`src/rtl/run_burst_arb.sv`:
```
// Purpose: round-robin scheduler granting one counted run engine to one of
//          NREQ requesters, sequencing each burst IDLE -> RUN -> LAST -> IDLE.
// Latency: every output is registered; a grant appears one cycle after the deciding edge.
// Backpressure: none; a granted burst runs to completion, and en only gates new grants.
//
// Ports:
//   clk_i       system clock, rising edge
//   rst_n_i     synchronous active-low reset
//   en_i        arbitration enable; blocks new grants only
//   req_i       level request vector, one bit per requester
//   req_len_i   burst length per requester, requester i at [i*CNT_W +: CNT_W]
//   abort_i     cuts the current RUN phase short
//   grant_o     one-hot grant, held from grant through LAST
//   grant_id_o  index of the granted requester, valid while busy_o
//   g_o         engine gate, high through RUN and LAST
//   last_o      one-cycle pulse while in LAST
//   f_o         toggles once per completed burst
//   busy_o      high whenever the FSM is not idle
module run_burst_arb #(
  parameter int NREQ  = 4,
  parameter int CNT_W = 4
) (
  input  logic                  clk_i,
  input  logic                  rst_n_i,
  input  logic                  en_i,
  input  logic [NREQ-1:0]       req_i,
  input  logic [NREQ*CNT_W-1:0] req_len_i,
  input  logic                  abort_i,
  output logic [NREQ-1:0]       grant_o,
  output logic [2:0]            grant_id_o,
  output logic                  g_o,
  output logic                  last_o,
  output logic                  f_o,
  output logic                  busy_o
);

  typedef enum logic [1:0] {
    S_IDLE = 2'd0,
    S_RUN  = 2'd1,
    S_LAST = 2'd2
  } state_e;

  state_e             state_q, state_d;
  logic [CNT_W-1:0]   cnt_q, cnt_d;
  logic [CNT_W-1:0]   lim_q, lim_d;
  logic [2:0]         ptr_q, ptr_d;
  logic [NREQ-1:0]    grant_q, grant_d;
  logic [2:0]         grant_id_q, grant_id_d;
  logic               g_q, g_d;
  logic               last_q, last_d;
  logic               f_q, f_d;
  logic               busy_q, busy_d;

  // Arbitration results
  logic [7:0]         req_ext;
  logic               found;
  logic [2:0]         win;
  logic [CNT_W-1:0]   win_len;
  logic [CNT_W:0]     cnt_inc;

  // Round-robin search starting one past the last winner. The request
  // vector is widened to 8 bits so a 3-bit index is always in range.
  always_comb begin : pick
    req_ext              = '0;
    req_ext[NREQ-1:0]    = req_i;
    found                = 1'b0;
    win                  = '0;
    for (int k = 1; k <= NREQ; k++) begin
      if (!found && req_ext[3'((int'(ptr_q) + k) % NREQ)]) begin
        found = 1'b1;
        win   = 3'((int'(ptr_q) + k) % NREQ);
      end
    end
  end

  // Length of the winning requester, via a constant-index mux.
  always_comb begin : pick_len
    win_len = '0;
    for (int i = 0; i < NREQ; i++) begin
      if (3'(i) == win) begin
        win_len = req_len_i[i*CNT_W +: CNT_W];
      end
    end
  end

  // One extra bit so cnt+1 is compared against lim without wrapping.
  assign cnt_inc = {1'b0, cnt_q} + {{CNT_W{1'b0}}, 1'b1};

  always_comb begin : next_state
    state_d    = state_q;
    cnt_d      = cnt_q;
    lim_d      = lim_q;
    ptr_d      = ptr_q;
    grant_d    = grant_q;
    grant_id_d = grant_id_q;

    case (state_q)
      S_IDLE: begin
        grant_d    = '0;
        grant_id_d = '0;
        cnt_d      = '0;
        if (en_i && found) begin
          state_d    = S_RUN;
          grant_id_d = win;
          ptr_d      = win;
          // A zero length still gets one RUN cycle.
          lim_d      = (win_len == '0) ? {{(CNT_W-1){1'b0}}, 1'b1} : win_len;
          for (int i = 0; i < NREQ; i++) begin
            grant_d[i] = (3'(i) == win);
          end
        end
      end

      S_RUN: begin
        cnt_d = cnt_inc[CNT_W-1:0];
        if ((cnt_inc == {1'b0, lim_q}) || abort_i) begin
          state_d = S_LAST;
        end
      end

      S_LAST: begin
        state_d    = S_IDLE;
        grant_d    = '0;
        grant_id_d = '0;
      end

      default: begin
        state_d    = S_IDLE;
        grant_d    = '0;
        grant_id_d = '0;
      end
    endcase

    // Outputs follow the state being entered so they are registered
    // and aligned with the state they describe.
    g_d    = (state_d != S_IDLE);
    busy_d = (state_d != S_IDLE);
    last_d = (state_d == S_LAST);
    f_d    = f_q ^ ((state_q == S_RUN) && (state_d == S_LAST));
  end

  always_ff @(posedge clk_i) begin
    if (!rst_n_i) begin
      state_q    <= S_IDLE;
      cnt_q      <= '0;
      lim_q      <= '0;
      ptr_q      <= 3'(NREQ - 1);
      grant_q    <= '0;
      grant_id_q <= '0;
      g_q        <= 1'b0;
      last_q     <= 1'b0;
      f_q        <= 1'b0;
      busy_q     <= 1'b0;
    end else begin
      state_q    <= state_d;
      cnt_q      <= cnt_d;
      lim_q      <= lim_d;
      ptr_q      <= ptr_d;
      grant_q    <= grant_d;
      grant_id_q <= grant_id_d;
      g_q        <= g_d;
      last_q     <= last_d;
      f_q        <= f_d;
      busy_q     <= busy_d;
    end
  end

  assign grant_o    = grant_q;
  assign grant_id_o = grant_id_q;
  assign g_o        = g_q;
  assign last_o     = last_q;
  assign f_o        = f_q;
  assign busy_o     = busy_q;

endmodule

```
`config.mk`:
```
export PLATFORM = sky130hd
export DESIGN_NAME = run_burst_arb
export DESIGN_NICKNAME = d
export VERILOG_FILES = /design/src/rtl/run_burst_arb.sv
export SDC_FILE = /design/constraint.sdc
export NUM_CORES = 1
export LEC_CHECK = 0
export BUFFER_PORTS_ARGS = -buffer_cell sky130_fd_sc_hd__buf_2
export CORE_ASPECT_RATIO = 0.8
export CORE_MARGIN = 2
export CORE_UTILIZATION = 49
export DETAILED_ROUTE_END_ITERATION = 8
export HOLD_SLACK_MARGIN = 0.1
export PLACE_DENSITY_LB_ADDON = 0.08
export SETUP_SLACK_MARGIN = 0.05
export SLEW_MARGIN = 30
export SYNTH_ARGS = -nofsm -noshare
export SYNTH_HDL_FRONTEND = slang
export SYNTH_SLANG_ARGS = --single-unit
```
`constraint.sdc`:
```
create_clock -name clk_i -period 2.65 [get_ports clk_i]
set_clock_uncertainty 0.1 [all_clocks]
set_input_delay 0.3975 -clock clk_i [delete_from_list [all_inputs] [get_ports clk_i]]
set_output_delay 0.3975 -clock clk_i [all_outputs]
set_load 0.01 [all_outputs]
```
Word level (Yosys, flattened, before mapping)
Cells that the tools add are included.

word-level totals
  register bits = 22
  bits of input ports = 24

cells by class
  add/subtract/negate cells = 5
  $lt $le $gt $ge = 4
  eq/ne operators = 6
  multiplexer cells = 33
  bitwise gates (word level) = 5
  reductions and logical operators = 19

operator list
  operator               count
  $mux W4                6
  $lt A3 B5 Y1 const B   4
  $pmux W4 S2            2
  $mux W3                5
  $bmux W1 S3            4
  $mux W1                12
  $reduce_or A2 Y1       4
  $eq A2 B3 Y1 const A   2
  $pmux W3 S2            1
  $add A4 B1 Y5 const B  1
  $eq A5 B4 Y1           1
  $logic_and A1 B1 Y1    5
  $add A2 B1 Y2 const B  2
  $add A2 B2 Y2 const B  2
  $and A1 B1 Y1 const A  4
  $logic_not A4 Y1       1
  $mux W2                2
  $pmux W2 S2            1
  $reduce_bool A2 Y1     2
  $eq A1 B3 Y1 const A   1
  $logic_not A1 Y1       3
  $logic_not A3 Y1       1
  $eq A2 B1 Y1 const B   1
  $eq A2 B2 Y1 const B   1
  other kinds (4)        4

Depth between registers and ports, before layout
  word-level depth = 23
  mapped depth = 7
  gate-level depth less buffers = 7

Least setup slack after synthesis
No wires, ideal clock.

  kind = input -> register
  from = input req_i[3]
  to = register lim_q[0]
  setup time = 0.074 ns
  arrival time = 1.937 ns
  data required time = 2.476 ns
  path slack = 0.539 ns
  stages on the path = 6
  path buffers = 0
  cell sequence = nor2b_1 -> o21ai_4 -> o211ai_4 -> mux4_2 -> or3_1 -> a31oi_1

on the way
  word-level cells in the longest chain between the ends = 20
  elaborated cells between the ends (all ways) = 38
  classes of those cells = eq/ne (3); mux (25); reduce/logical (10)

ends and longest elaborated chain
  item                                        line  RTL
  start: declaration                          26    input logic [NREQ-1:0] req_i,
  $bmux W1 S3                                 69    if (!found && req_ext[3'((int'(ptr_q) + k) % NREQ)]) begin
  $mux W1 (implied by the code) (2 in a row)  69
  $mux W1                                     69
  $logic_not A1 Y1                            69
  $logic_and A1 B1 Y1                         69
  $mux W1                                     69
  $logic_not A1 Y1                            69
  $logic_and A1 B1 Y1                         69
  $mux W1                                     69
  $logic_not A1 Y1                            69
  $logic_and A1 B1 Y1                         69
  $mux W3                                     69
  $logic_not A3 Y1                            80    if (3'(i) == win) begin
  $mux W4 (4 in a row)                        80
  $logic_not A4 Y1                            107   lim_d = (win_len == '0) ? {{(CNT_W-1){1'b0}}, 1'b1} : win_len;
  $mux W4                                     107
  end signal: assignment                      157   lim_q <= lim_d;
  end: declaration                            45    logic [CNT_W-1:0] lim_q, lim_d;

Parallel ways exist; a longest one is shown, timed or not. The select of a mux whose other input is x is not followed.
A chain may end at the register's enable or synchronous reset.

Worst setup path in the final report
  from = register ptr_q[0]
  to = register lim_q[0]

on the way
  word-level cells in the longest chain between the ends = 23
  elaborated cells between the ends (all ways) = 50
  classes of those cells = add/sub (4); eq/ne (3); mux (25); bitwise (4); reduce/logical (14)

ends and longest elaborated chain
  item                                        line    RTL
  start: declaration                          46      logic [2:0] ptr_q, ptr_d;
  start signal: assignment                    147     ptr_q <= 3'(NREQ - 1);
  start signal: assignment                    158     ptr_q <= ptr_d;
  $add A2 B1 Y2                               69, 71
  $reduce_or A2 Y1 (no source line)           --
  $and A1 B1 Y1 (no source line)              --
  $bmux W1 S3                                 69
  $mux W1 (implied by the code) (2 in a row)  69
  $mux W1                                     69
  $logic_not A1 Y1                            69
  $logic_and A1 B1 Y1                         69
  [... 3 more ...]                            --
  $mux W1                                     69
  $logic_not A1 Y1                            69
  $logic_and A1 B1 Y1                         69
  $mux W3                                     69
  $logic_not A3 Y1                            80
  $mux W4 (4 in a row)                        80
  $logic_not A4 Y1                            107
  $mux W4                                     107

Parallel ways exist; a longest one is shown, timed or not. The select of a mux whose other input is x is not followed.

==> out/metrics.yaml <==
route:
  vias_per_cell: 5.23
  drc: 0
  num_vias: 904
  dr_wl_met3_um: 116
  firstDrtPassIters: 4
  wl_met1_um: 1070
  wire_per_inst_um: 12.5
  wl_um: 2160
  antenna_left: 0
  dr_wl_met2_um: 958
  dr.max_layer_used: "met4"
  drtIter0Drc: 17
sta:
  max_freq_mhz: 439
  setup_ws_ps: 372
  finalMaxSlewViolations: 0
  timing.final.crit_share_pct: 85.9
  final.min_clock_period_ps: 2280
  rsz0062_at_grt: "no"
  setup_tns_ps: 0
  max_slew_margin_pct: 37.3
  worst_slew_pin_slew_ps: 938
  hold_viol_final: 0
  setup-violations-final: 0
clock_network:
  cts_buffers: 3
  cts_tree: "yes"
  cts.repair.resized: 0
  hold_buffers: 0
  clkLatencyLatePin_ps: 310
  clk_pin_slew_worst_paths_ps: 120
  cts_root_buf: "clkbuf_4"
  clock-sinks: 21
  post_cts_buffers: 0
  cts.path.max_buffers: 2
  htree_levels: 1
layout:
  num_antenna_cells: 0
  finish.utilization_pct: 60.9
  drive_gt1_share_pct: 31.1
  final_cell_area_um2: 1300
  syn_to_final_growth_pct: 18.3
  layoutNonFillerInstCount: 173
  final_nets: 174
synthesis:
  syn_area_per_cell_um2: 9.50
  synth_top_area_cell: "dfxtp_1"
  yosysWarnings: 0
  synth_most_common_cell: "dfxtp_1"
  synth_area_leaders: "dfxtp_1, nor2b_1, mux2i_1, mux4_2, and2_1"
  ys_async_sr_fraction_pct: 0
  synth_top_area_share_pct: 38.1
  synth_seq_area_share_pct: 38.1
  ys_types: 36
  ys_top_cells_by_count: "dfxtp_1, nor2b_1, nand2_1"
  synth_edf_count: 0
  netlist_area_um2: 1100
  synthFlopType: "dfxtp_1"
  syn-num-nets: 141
  synth_cells: 116
  synth_seq_cells: 21
power:
  vdd_drop_max_mv: 0.356
  p_per_area_nw_per_um2: 524
  p_leak_nw: 0.574
placed_design:
  dpl_cell_area_um2: 1280
  dp_cells: 169
  gp_congestion: 0.750
  dp_hpwl_um: 1660
  io_buffer_count: 33
  dp_slack_ps: 296
floorplanning:
  fp-row-count: 15
  die_h_um: 46.4
  dieArea_um2: 2650
  ios: 35
  core_um2: 2140
  start_util_pct: 51.5
  fp.dieW_um: 57.0
global_route:
  grt-ovfl-total: 0
  grt_pass1_vias: 829
  grt_pass1_wl_um: 3610
  grt_max_degree: 22
  antenna_found_initial: 0
  track_usage_pct: 17.9
status:
  status: "finished clean"
worst_setup_path:
  critPathLaunchType: "flip-flop"
  r2r_cells: 6
  r2r_start: "ptr_q[0]"
  crit_type: "flip-flop to flip-flop"
  path_max_fanout: 7
  cp.arrival_ps: 2420
  worst-r2r-setup-slack_ps: 370
  cp.required_ps: 2790
  timing.rr.end: "lim_q[0]"
  cp-end-kind: "flip-flop"
hold_path:
  min_path_type: "input port to flip-flop"
  min_path_cells: 2
  hold_path_end: "ptr_q[0]"
  min-delay-start: "rst_n_i"
job:
  max_cap_viol_count: 0
==> worst max-delay path, cell delays in order (launching register included) <==
cell and delay, ps:
dfxtp_1 360, nand2b_1 160, a21boi_2 180, o211ai_4 310
mux4_1 620, or3_1 320, a31oi_1 150
==> final cells by class <==
cell class,instances,area (µm²)
Clock inverter,1,5.00
Inverter,2,7.51
Fill cell,200,836
Multi-Input combinational cell,87,644
Sequential cell,21,420
Tap cell,25,31.3
Timing Repair Buffer,34,173
Clock buffer,3,22.5
==> sequential cells by signal, indices dropped and copies added (netlist names) <==
signal      count
grant_id_o      2
lim_q           4
grant_o         4
last_o          1
ptr_q           2
busy_o          1
state_q         2
cnt_q           4
f_o             1
==> worst max-delay path by stage <==
stage                     from    endpoint  slack, ps  cells past startpoint
global route        state_q[1]  grant_o[3]        190                      5
floorplan             req_i[3]    lim_q[0]        540                      6
CTS                   ptr_q[0]    lim_q[0]        390                      6
detailed placement    req_i[3]    lim_q[0]        300                      8
finish                ptr_q[0]    lim_q[0]        370                      6
global placement      req_i[3]    lim_q[0]        310                      8
==> report_power, final <==
part           leakage [nW]  switching, W  internal, W
Clock                0.0177     0.0000979    0.0000564
Sequential            0.172     0.0000201     0.000338
Combinational         0.384     0.0000814    0.0000891
Total                 0.574      0.000199     0.000484
==> through the flow <==
stage          hold slack, ps  total power [W]
4_1_cts                   300         0.000689
2_1_floorplan             375         0.000488
3_5_place_dp              364         0.000536
5_1_grt                   298         0.000724
6_report                  295         0.000683
3_3_place_gp              350         0.000532
==> placed cells by master, fill, tap and decap left out, types with 2 or more instances in the layout <==
cell type | synthesis | routed
buf_2 | 0 | 33
dfxtp_1 | 21 | 21
nor2b_1 | 13 | 13
nand2_1 | 8 | 8
a21oi_1 | 7 | 7
o21ai_0 | 6 | 6
and2_1 | 6 | 6
mux2i_1 | 5 | 5
nor2_1 | 4 | 4
xnor2_1 | 4 | 4
a22oi_1 | 3 | 3
xor2_1 | 3 | 3
clkbuf_4 | 0 | 3
nand2b_1 | 2 | 2
mux4_2 | 2 | 2
a21o_1 | 2 | 2
a31oi_1 | 2 | 2
o21a_1 | 2 | 2
nor3_1 | 2 | 2
nand3_1 | 2 | 2
==> routing by layer <==
metal  GRT usage [%]  up-vias
li1                -      471
met1            24.0      405
met2            29.0       26
met3            5.06        2
met4            4.19        0
met5               0        -
==> logic make-up (layout without fill, tap and decap cells) <==
family	after synthesis	count (layout)	synth area share, %
AO/OA/AOI/OAI	28	28	18.3
multiplexers	9	9	12.0
other	1	1	0.340
XOR/XNOR	7	7	5.56
AND/OR/NAND/NOR	41	41	21.1
flip-flops	21	21	38.1
buffers and inverters	8	40	3.40
adder cells (fa/ha/maj)	1	1	1.13
Note: power is estimated with default switching activity, not from simulation.
